===== config.mk =====
export PLATFORM = sky130hd
export DESIGN_NAME = ula_sequencer_flat
export DESIGN_NICKNAME = d
export VERILOG_FILES = /design/src/rtl/ula_sequencer_if.sv /design/src/rtl/ula_sequencer.sv /design/src/flat_wrapper.sv
export SDC_FILE = /design/constraint.sdc
export NUM_CORES = 1
export LEC_CHECK = 0
export BUFFER_PORTS_ARGS = -buffer_cell sky130_fd_sc_hd__buf_2
export CELL_PAD_IN_SITES_DETAIL_PLACEMENT = 0
export CELL_PAD_IN_SITES_GLOBAL_PLACEMENT = 2
export CORE_ASPECT_RATIO = 1.1
export CORE_UTILIZATION = 33
export DETAILED_ROUTE_END_ITERATION = 8
export PLACE_DENSITY_LB_ADDON = 0.1
export SLEW_MARGIN = 20
export SYNTH_ARGS = -nofsm -noshare
export SYNTH_HDL_FRONTEND = slang
export SYNTH_SLANG_ARGS = --single-unit

===== constraint.sdc =====
create_clock -name clk -period 2.8 [get_ports clk]
set_input_delay 0.56 -clock clk [delete_from_list [all_inputs] [get_ports clk]]
set_output_delay 0.56 -clock clk [all_outputs]
set_load 0.05 [all_outputs]

===== src/rtl/ula_sequencer_if.sv =====
// Signal bundle between the command source, ula_sequencer, the ula and the result sink.
interface ula_sequencer_if #(
    parameter int unsigned DATA_W = 8,
    parameter int unsigned OP_W   = 3
);
    logic              in_valid;
    logic              in_ready;
    logic [DATA_W-1:0] in_a;
    logic [DATA_W-1:0] in_b;
    logic [OP_W-1:0]   in_op;

    logic [DATA_W-1:0] ula_a;
    logic [DATA_W-1:0] ula_b;
    logic [OP_W-1:0]   ula_op;
    logic [DATA_W-1:0] ula_s;
    logic              ula_flag;

    logic              out_valid;
    logic              out_ready;
    logic [DATA_W-1:0] out_s;
    logic              out_flag;
    logic              out_err;
    logic [OP_W-1:0]   out_op;
    logic [7:0]        op_count;

    modport slave (
        input  in_valid, in_a, in_b, in_op, ula_s, ula_flag, out_ready,
        output in_ready, ula_a, ula_b, ula_op,
        output out_valid, out_s, out_flag, out_err, out_op, op_count
    );

    modport master (
        output in_valid, in_a, in_b, in_op, ula_s, ula_flag, out_ready,
        input  in_ready, ula_a, ula_b, ula_op,
        input  out_valid, out_s, out_flag, out_err, out_op, op_count
    );
endinterface


===== src/rtl/ula_sequencer.sv =====
// Command sequencer for the ula: holds operands for the ula pipeline latency,
// captures the result and hands it downstream, flagging unimplemented opcodes.
module ula_sequencer #(
    parameter int unsigned DATA_W  = 8,
    parameter int unsigned OP_W    = 3,
    parameter int unsigned LATENCY = 2,
    parameter int unsigned N_OPS   = 2
) (
    input  logic          clk,
    input  logic          rst_n,
    ula_sequencer_if.slave bus
);
    localparam int unsigned CNT_W = (LATENCY < 1) ? 1 : $clog2(LATENCY + 1);

    typedef enum logic [1:0] {
        IDLE = 2'd0,
        WAIT = 2'd1,
        DONE = 2'd2
    } state_t;

    state_t            state;
    state_t            state_nxt;
    logic [CNT_W-1:0]  cnt;
    logic [CNT_W-1:0]  cnt_nxt;
    logic [DATA_W-1:0] ula_a_nxt;
    logic [DATA_W-1:0] ula_b_nxt;
    logic [OP_W-1:0]   ula_op_nxt;
    logic [DATA_W-1:0] out_s_nxt;
    logic              out_flag_nxt;
    logic              out_err_nxt;
    logic [OP_W-1:0]   out_op_nxt;
    logic [7:0]        op_count_nxt;

    logic accept;
    logic op_legal;
    logic capture;
    logic xfer;

    assign accept   = (state == IDLE) && bus.in_valid;
    assign op_legal = (32'(bus.in_op) < N_OPS);
    assign capture  = (state == WAIT) && (cnt == CNT_W'(LATENCY));
    assign xfer     = (state == DONE) && bus.out_ready;

    // State and registered outputs; handshake flags are decoded from the next state.
    always_ff @(posedge clk or negedge rst_n) begin
        if (!rst_n) begin
            state         <= IDLE;
            cnt           <= '0;
            bus.in_ready  <= 1'b1;
            bus.out_valid <= 1'b0;
            bus.ula_a     <= '0;
            bus.ula_b     <= '0;
            bus.ula_op    <= '0;
            bus.out_s     <= '0;
            bus.out_flag  <= 1'b0;
            bus.out_err   <= 1'b0;
            bus.out_op    <= '0;
            bus.op_count  <= '0;
        end else begin
            state         <= state_nxt;
            cnt           <= cnt_nxt;
            bus.in_ready  <= (state_nxt == IDLE);
            bus.out_valid <= (state_nxt == DONE);
            bus.ula_a     <= ula_a_nxt;
            bus.ula_b     <= ula_b_nxt;
            bus.ula_op    <= ula_op_nxt;
            bus.out_s     <= out_s_nxt;
            bus.out_flag  <= out_flag_nxt;
            bus.out_err   <= out_err_nxt;
            bus.out_op    <= out_op_nxt;
            bus.op_count  <= op_count_nxt;
        end
    end

    // Next-state selection.
    always_comb begin
        state_nxt = state;
        case (state)
            IDLE:    if (accept)  state_nxt = op_legal ? WAIT : DONE;
            WAIT:    if (capture) state_nxt = DONE;
            DONE:    if (xfer)    state_nxt = IDLE;
            default: state_nxt = IDLE;
        endcase
    end

    // Datapath register updates; everything holds unless the current state acts on it.
    always_comb begin
        cnt_nxt      = cnt;
        ula_a_nxt    = bus.ula_a;
        ula_b_nxt    = bus.ula_b;
        ula_op_nxt   = bus.ula_op;
        out_s_nxt    = bus.out_s;
        out_flag_nxt = bus.out_flag;
        out_err_nxt  = bus.out_err;
        out_op_nxt   = bus.out_op;
        op_count_nxt = bus.op_count;
        case (state)
            IDLE: begin
                if (accept) begin
                    if (op_legal) begin
                        ula_a_nxt  = bus.in_a;
                        ula_b_nxt  = bus.in_b;
                        ula_op_nxt = bus.in_op;
                        cnt_nxt    = '0;
                    end else begin
                        out_s_nxt    = '0;
                        out_flag_nxt = 1'b0;
                        out_err_nxt  = 1'b1;
                        out_op_nxt   = bus.in_op;
                    end
                end
            end
            WAIT: begin
                cnt_nxt = cnt + CNT_W'(1);
                // Operands are still held here, so s and flag belong to the same op.
                if (capture) begin
                    out_s_nxt    = bus.ula_s;
                    out_flag_nxt = bus.ula_flag;
                    out_err_nxt  = 1'b0;
                    out_op_nxt   = bus.ula_op;
                end
            end
            DONE: begin
                if (xfer) op_count_nxt = bus.op_count + 8'd1;
            end
            default: begin
                cnt_nxt = '0;
            end
        endcase
    end
endmodule


===== src/flat_wrapper.sv =====
// flat-port wrapper written by rule: the top's interface ports become plain ports
module ula_sequencer_flat 
#(
    parameter int unsigned DATA_W  = 8,
    parameter int unsigned OP_W    = 3,
    parameter int unsigned LATENCY = 2,
    parameter int unsigned N_OPS   = 2
)
  (clk, rst_n, bus_in_valid, bus_in_a, bus_in_b, bus_in_op, bus_ula_s, bus_ula_flag, bus_out_ready, bus_in_ready, bus_ula_a, bus_ula_b, bus_ula_op, bus_out_valid, bus_out_s, bus_out_flag, bus_out_err, bus_out_op, bus_op_count);
  ula_sequencer_if #(.DATA_W(DATA_W), .OP_W(OP_W)) bus_i ();
  input  logic clk;
  input  logic rst_n;
  input wire logic [$bits(bus_i.in_valid)-1:0] bus_in_valid;
  input wire logic [$bits(bus_i.in_a)-1:0] bus_in_a;
  input wire logic [$bits(bus_i.in_b)-1:0] bus_in_b;
  input wire logic [$bits(bus_i.in_op)-1:0] bus_in_op;
  input wire logic [$bits(bus_i.ula_s)-1:0] bus_ula_s;
  input wire logic [$bits(bus_i.ula_flag)-1:0] bus_ula_flag;
  input wire logic [$bits(bus_i.out_ready)-1:0] bus_out_ready;
  output wire logic [$bits(bus_i.in_ready)-1:0] bus_in_ready;
  output wire logic [$bits(bus_i.ula_a)-1:0] bus_ula_a;
  output wire logic [$bits(bus_i.ula_b)-1:0] bus_ula_b;
  output wire logic [$bits(bus_i.ula_op)-1:0] bus_ula_op;
  output wire logic [$bits(bus_i.out_valid)-1:0] bus_out_valid;
  output wire logic [$bits(bus_i.out_s)-1:0] bus_out_s;
  output wire logic [$bits(bus_i.out_flag)-1:0] bus_out_flag;
  output wire logic [$bits(bus_i.out_err)-1:0] bus_out_err;
  output wire logic [$bits(bus_i.out_op)-1:0] bus_out_op;
  output wire logic [$bits(bus_i.op_count)-1:0] bus_op_count;
  assign bus_i.in_valid = bus_in_valid;
  assign bus_i.in_a = bus_in_a;
  assign bus_i.in_b = bus_in_b;
  assign bus_i.in_op = bus_in_op;
  assign bus_i.ula_s = bus_ula_s;
  assign bus_i.ula_flag = bus_ula_flag;
  assign bus_i.out_ready = bus_out_ready;
  assign bus_in_ready = bus_i.in_ready;
  assign bus_ula_a = bus_i.ula_a;
  assign bus_ula_b = bus_i.ula_b;
  assign bus_ula_op = bus_i.ula_op;
  assign bus_out_valid = bus_i.out_valid;
  assign bus_out_s = bus_i.out_s;
  assign bus_out_flag = bus_i.out_flag;
  assign bus_out_err = bus_i.out_err;
  assign bus_out_op = bus_i.out_op;
  assign bus_op_count = bus_i.op_count;
  ula_sequencer #(.DATA_W(DATA_W), .OP_W(OP_W), .LATENCY(LATENCY), .N_OPS(N_OPS)) u_core (.clk(clk), .rst_n(rst_n), .bus(bus_i));
endmodule

==> flow_summary.json, run 1 <==
{
  "syn_to_final_growth_pct": 28.6,
  "fmax_mhz": 547,
  "drt_wl_total_um": 3810,
  "numPortBuffers": 73,
  "grt_usage_pct": 13.8,
  "cp_slowest_stage_delay_ps": 690,
  "finalHoldViolations": 0,
  "whs_ps": 249,
  "ys_seq_elements": 46,
  "drtIter0Drc": 10,
  "start_util_pct": 34.2,
  "period_share_pct": 65.3,
  "grt_pass1_wl_um": 6030,
  "postSynthAreaPerCell_um2": 14.3,
  "required_ps": 3030,
  "antenna_found_initial": 0,
  "clk_latency_ps": 300,
  "synthArstFlopShare_pct": 100,
  "dieArea_mm2": 0.00589,
  "grt_start_max_net_pins": 47,
  "dpl.hpwl_um": 2690,
  "p_per_area_mw_per_mm2": 1290,
  "hold_class": "in2async",
  "yosys-top-cells-count": "dfrtp_1 (45), mux2_2 (23), a22o_1 (9)",
  "synth_area_leaders": "dfrtp_1 (61%), mux2_2 (14%), a22o_1 (4.3%), xnor2_1 (2.4%), buf_6 (1.8%)",
  "r2r-end": "u_core.bus.out_s[5]",
  "syn_inst": 129,
  "dieHeight_um": 80.4,
  "crit_type": "reg2reg",
  "dominantRegCellSynth": "dfrtp_1",
  "clock-sinks": 46,
  "slew_headroom_pct": 55.7,
  "via_per_inst": 4.67,
  "synth_area_mm2": 0.00184,
  "worstMarginPinSlew_ps": 663,
  "setup_viol": 0,
  "cp-start-kind": "flop",
  "diodes": 0,
  "setup_slack_ps": 970,
  "placeableCoreArea_mm2": 0.00540,
  "numPlacedInstances": 271,
  "rsz0062_at_grt": "no",
  "status": "completed",
  "drv_cap": 0,
  "worst_ir_drop_vdd_mv": 0.583,
  "h-tree-depth": 2,
  "nets": 237,
  "synth_top_area_cell": "dfrtp_1",
  "drv_slew": 0,
  "cts.clk_slew.worst_paths_ps": 100,
  "layout-drive-gt1-share_pct": 52.5,
  "yosysTopAreaCellShare_pct": 61.1,
  "clk_path_buf_depth": 2,
  "reg2reg_slack_ps": 970,
  "wl_per_cell_um": 13.7,
  "slowest_stage": "dfrtp_1",
  "drtAntennaViolNets": 0,
  "final_cells": 279,
  "synth-edff-count": 0,
  "cp_cell_sequence": "nand2b_1 -> nor2_1 -> a22o_1",
  "r2r_cells": 3,
  "grt_pass1_vias": 1234,
  "first_pass_iters": 4,
  "arrival_ps": 2060,
  "cts_buffers": 5,
  "vias": 1304,
  "period_needed_ps": 1830,
  "crit_fanout": 16,
  "globalplace.congestion": 0.719,
  "row_count": 28,
  "overflow": 0,
  "syn_nets": 163,
  "cts_tree": "yes",
  "power.leakage_nw": 1.20,
  "yosysMostFrequentCell": "dfrtp_1",
  "finalSetupTns_ps": 0,
  "yosysSeqAreaShare_pct": 62.5,
  "dp_slack_ps": 714,
  "cts_setup_buffers": 0,
  "hold_buffers": 0,
  "synth_cell_types": 31,
  "cp-end-kind": "flop",
  "ioPinCount": 74,
  "cts_resized": 0,
  "skew_ps": 11.1,
  "drc": 0,
  "cts-root-buf": "clkbuf_8",
  "reg2reg_from": "u_core.state[0]",
  "yosys_warnings": 0,
  "fp.dieW_um": 73.3
}
[power by group]
group	switching, mW	total, mW	internal [mW]	leakage [nW]
logic	1.06	1.47	0.408	0.559
registers	0.181	1.10	0.915	0.580
clock network	0.232	0.500	0.268	0.0585
total	1.47	3.06	1.59	1.20
[stage by stage]
stage | utilization (%) | cell area (µm²) | power [mW]
after floorplan | - | 1840 | 2.26
after global placement | 41.8 | 2250 | 2.56
after detailed placement | 41.8 | 2250 | 2.59
after CTS | 43.9 | 2370 | 3.10
after global routing | 43.9 | 2370 | 3.22
final | 43.9 | 2370 | 3.06
[metal layers]
| metal | track usage, % | up-vias | routed length [µm] |
|---|---|---|---|
| met4 | 6.27 | 0 | 64 |
| met3 | 5.27 | 5 | 306 |
| met1 | 15.8 | 648 | 1580 |
| li1 | - | 606 | - |
| met5 | 0 | - | 0 |
| met2 | 22.7 | 45 | 1860 |
[critical path, delay by kind of cell, from the launching register on]
family / cells / cell delay, ps
AO/OA/AOI/OAI: 1 / 260
flip-flops: 1 / 690
AND/OR/NAND/NOR: 2 / 820
[kinds of logic after synthesis]
group                      synth area share (%)
muxes                                      14.9
adders and majority gates                  1.36
DFF                                        62.5
buffers and inverters                      3.19
and+or+nand+nor                            6.86
xor gates and xnor gates                   3.33
AOI/OAI and AO/OA                          7.88
[how the worst max path moves through the flow]
stage                    startpoint             endpoint  slack (ps)  cells past startpoint
detailed placement     bus_in_op[2]  u_core.bus.ula_a[0]         710                      5
floorplan              bus_in_op[2]  u_core.bus.ula_a[2]        1060                      5
CTS                 u_core.state[0]  u_core.bus.out_s[5]         960                      3
global placement       bus_in_op[2]  u_core.bus.ula_b[3]         810                      5
global route        u_core.state[0]  u_core.bus.out_s[5]         820                      3
finish              u_core.state[0]  u_core.bus.out_s[5]         970                      3
[state kept, by name (all words and copies together) (netlist names), 2 cells and up]
signal	flops
u_core.bus.op_count	8
u_core.bus.ula_op	3
u_core.state	2
u_core.bus.ula_b	8
u_core.bus.out_s	8
u_core.bus.ula_a	8
u_core.cnt	2
u_core.bus.out_op	3
[placed cells by master, fill, tap and decap left out, drive strengths merged, types with 2 or more instances in the layout]
cell type,count
o22ai,5
nand4,2
nor2,4
xor2,2
nand2,4
a22o,9
clkbuf,5
o21ai,3
dfrtp,45
nor2b,2
mux2,24
inv,4
nand3,2
ha,2
xnor2,5
buf,73
[area by class of cell]
class / count / area, µm²
inverters: 3 / 11.3
repair buffers: 73 / 368
clock inverters: 3 / 43.8
well taps: 75 / 93.8
multi-input cells: 74 / 632
flip-flops and latches: 46 / 1150
clock buffers: 5 / 68.8
fillers: 544 / 3030
(Power assumes the default switching activity.)
==> inputs of run 2 (changes only) <==
--- a/config.mk
+++ b/config.mk
@@ -5,11 +5,12 @@
 export SDC_FILE = /design/constraint.sdc
 export NUM_CORES = 1
 export LEC_CHECK = 0
+export ABC_AREA = 1
 export BUFFER_PORTS_ARGS = -buffer_cell sky130_fd_sc_hd__buf_2
 export CELL_PAD_IN_SITES_DETAIL_PLACEMENT = 0
 export CELL_PAD_IN_SITES_GLOBAL_PLACEMENT = 2
 export CORE_ASPECT_RATIO = 1.1
-export CORE_UTILIZATION = 33
+export CORE_UTILIZATION = 27
 export DETAILED_ROUTE_END_ITERATION = 8
 export PLACE_DENSITY_LB_ADDON = 0.1
 export SLEW_MARGIN = 20
==> constraint.sdc (replaced) <==
create_clock -name clk -period 1.8 [get_ports clk]
set_input_delay 0.36 -clock clk [delete_from_list [all_inputs] [get_ports clk]]
set_output_delay 0.36 -clock clk [all_outputs]
set_load 0.05 [all_outputs]
==> run 2 against run 1 <==
  * First-iteration DRC count rose to 4.5 times the previous value
  * Final area rose by 11%
  * Critical endpoint is now u_core.bus.out_s[0]
  * Largest power group unchanged
  * Via count rose by 33%
==> flow_summary.json, run 2 <==
{
  "slew_headroom_pct": 61.8,
  "timing.critical_path.mode_cell": "nand2_1",
  "design_area_mm2": 0.00263,
  "drtAntennaViolNets": 0,
  "p_sw_share_pct": 52.7,
  "drc": 0,
  "whs_ps": 20.2,
  "cp_cell_sequence": "inv_2 -> nand3b_1 -> nand2_1 -> inv_1 -> nand3_1 -> nand2_1",
  "ys_seq_elements": 46,
  "yosys-top-cells-count": "nand2_1 (110), dfrtp_1 (45), inv_1 (23)",
  "p_per_area_mw_per_mm2": 1990,
  "status": "completed",
  "clkPwrFrac_pct": 14.6,
  "cts_tree": "yes",
  "hold_buffers": 0,
  "syn_inst": 245,
  "worst_ir_drop_vdd_mv": 0.593,
  "first_pass_iters": 3,
  "numPortBuffers": 73,
  "setup_viol": 0,
  "synthArstFlopShare_pct": 100,
  "slowest_stage": "dfrtp_1",
  "power.leakage_nw": 1.57,
  "required_ps": 2040,
  "via_per_inst": 4.24,
  "worstMarginPinSlew_ps": 572,
  "grt_pass1_wl_um": 7990,
  "crit_type": "reg2reg",
  "final_common_cell": "nand2_1",
  "layout-drive-gt1-share_pct": 30.2,
  "skew_ps": 7.01,
  "cp_slowest_stage_delay_ps": 570,
  "crit_fanout": 12,
  "comb_power_share_pct": 51.7,
  "fp.dieW_um": 85.6,
  "synth_cell_types": 24,
  "cts_resized": 0,
  "synth_area_leaders": "dfrtp_1 (54%), nand2_1 (20%), nand3_1 (4.6%), inv_1 (4.2%), nor2_1 (2.2%)",
  "seqPwrFrac_pct": 33.6,
  "yosys_warnings": 0,
  "start_util_pct": 27.9,
  "postSynthAreaPerCell_um2": 8.47,
  "drtIter0Drc": 45,
  "rsz0062_at_grt": "no",
  "power_mw": 5.23,
  "globalplace.congestion": 0.718,
  "p_int_mw": 2.48,
  "drv_cap": 0,
  "arrival_ps": 1710,
  "drt_wl_total_um": 4780,
  "r2r_cells": 6,
  "grt_pass1_vias": 1689,
  "yosysTopAreaCellShare_pct": 54.3,
  "synth-edff-count": 0,
  "row_count": 33,
  "cts_buffers": 5,
  "finalSetupTns_ps": 0,
  "clock-sinks": 46,
  "finalHoldViolations": 0,
  "grt_start_max_net_pins": 22,
  "period_needed_ps": 1470,
  "dominantRegCellSynth": "dfrtp_1",
  "period_share_pct": 81.6,
  "clk_path_buf_depth": 2,
  "post_dp_cell_area_mm2": 0.00252,
  "placeableCoreArea_mm2": 0.00743,
  "diodes": 0,
  "yosysMostFrequentCell": "nand2_1",
  "h-tree-depth": 2,
  "synth_area_mm2": 0.00207,
  "reg2reg_slack_ps": 330,
  "antenna_found_initial": 0,
  "yosysSeqAreaShare_pct": 55.5,
  "fmax_mhz": 681,
  "clk_latency_ps": 300,
  "cts_setup_buffers": 0,
  "cts-root-buf": "clkbuf_8",
  "syn_nets": 279,
  "synth_top_area_cell": "dfrtp_1",
  "drv_slew": 0,
  "cp-end-kind": "flop",
  "vias": 1729,
  "overflow": 0,
  "grt_usage_pct": 13.1,
  "cts.clk_slew.worst_paths_ps": 80,
  "hold_class": "in2async",
  "dpl.hpwl_um": 3440,
  "dieHeight_um": 93.9,
  "wl_per_cell_um": 11.7,
  "ioPinCount": 74,
  "final_cell_mix": "nand2_1 (110), buf_2 (73), dfrtp_1 (45)",
  "dieArea_mm2": 0.00804,
  "p_sw_mw": 2.76,
  "syn_to_final_growth_pct": 26.5,
  "nets": 354,
  "cp-start-kind": "flop"
}
[run 2: cell count changes in the layout (fill, tap and decap cells not counted), moves of 5 or more]
cell and delta:
a22o_1 -9, inv_1 +20, mux2_2 -23, nand2_1 +106, nand3_1 +17, nor2_1 +9
o22ai_1 -5
[run 2: cells by family after synthesis]
logic type / synth area share [%]
and+or+nand+nor: 32.3
DFF: 55.5
buffers and inverters: 7.84
AOI/OAI and AO/OA: 1.39
xor gates and xnor gates: 1.69
adders and majority gates: 1.21
[run 2: metal layers]
layer	GRT usage, %	share of wire [%]
met5	0	0
met4	4.17	1.4
met3	3.69	5.2
met2	21.8	46
met1	16.3	47
[run 2: final timing paths]
kind | startpoint | to
hold reg to reg | u_core.bus.ula_b[2] | u_core.bus.ula_b[2]
max in group asynchronous | rst_n | u_core.bus.op_count[1]
min in group clk | bus_in_b[6] | u_core.bus.ula_b[6]
setup reg to reg | u_core.state[1] | u_core.bus.out_s[0]
hold / removal | rst_n | u_core.bus.out_valid
setup / recovery | u_core.state[1] | u_core.bus.out_s[0]
[run 2: stage by stage]
step           util (%)  cells  worst slack [ps]
2_1_floorplan         -    245               312
3_3_place_gp       33.9    400               340
3_5_place_dp       33.9    400               313
4_1_cts            35.3    408               282
5_1_grt            35.3    408               140
6_report           35.3    408               331
[run 2: area by class of cell]
cell class	count	area, µm²
fillers	803	4810
flip-flops and latches	46	1150
multi-input cells	165	759
repair buffers	76	400
well taps	87	109
inverters	26	97.6
clock buffers	7	76.3
clock inverters	1	30.0
[run 2: power by group through the flow]
stage | combinational [mW] | clock (mW) | sequential (mW)
floorplan | 0.845 | 0 | 3.07
global placement | 2.75 | 0 | 1.78
detailed placement | 2.75 | 0 | 1.79
CTS | 2.76 | 0.798 | 1.77
global route | 2.95 | 0.831 | 1.83
finish | 2.71 | 0.766 | 1.76
[run 2: critical path, delay by kind of cell (launching register included)]
| kind | cells | cell delay (ps) |
|---|---|---|
| buffers and inverters | 2 | 370 |
| DFF | 1 | 570 |
| and+or+nand+nor | 4 | 460 |
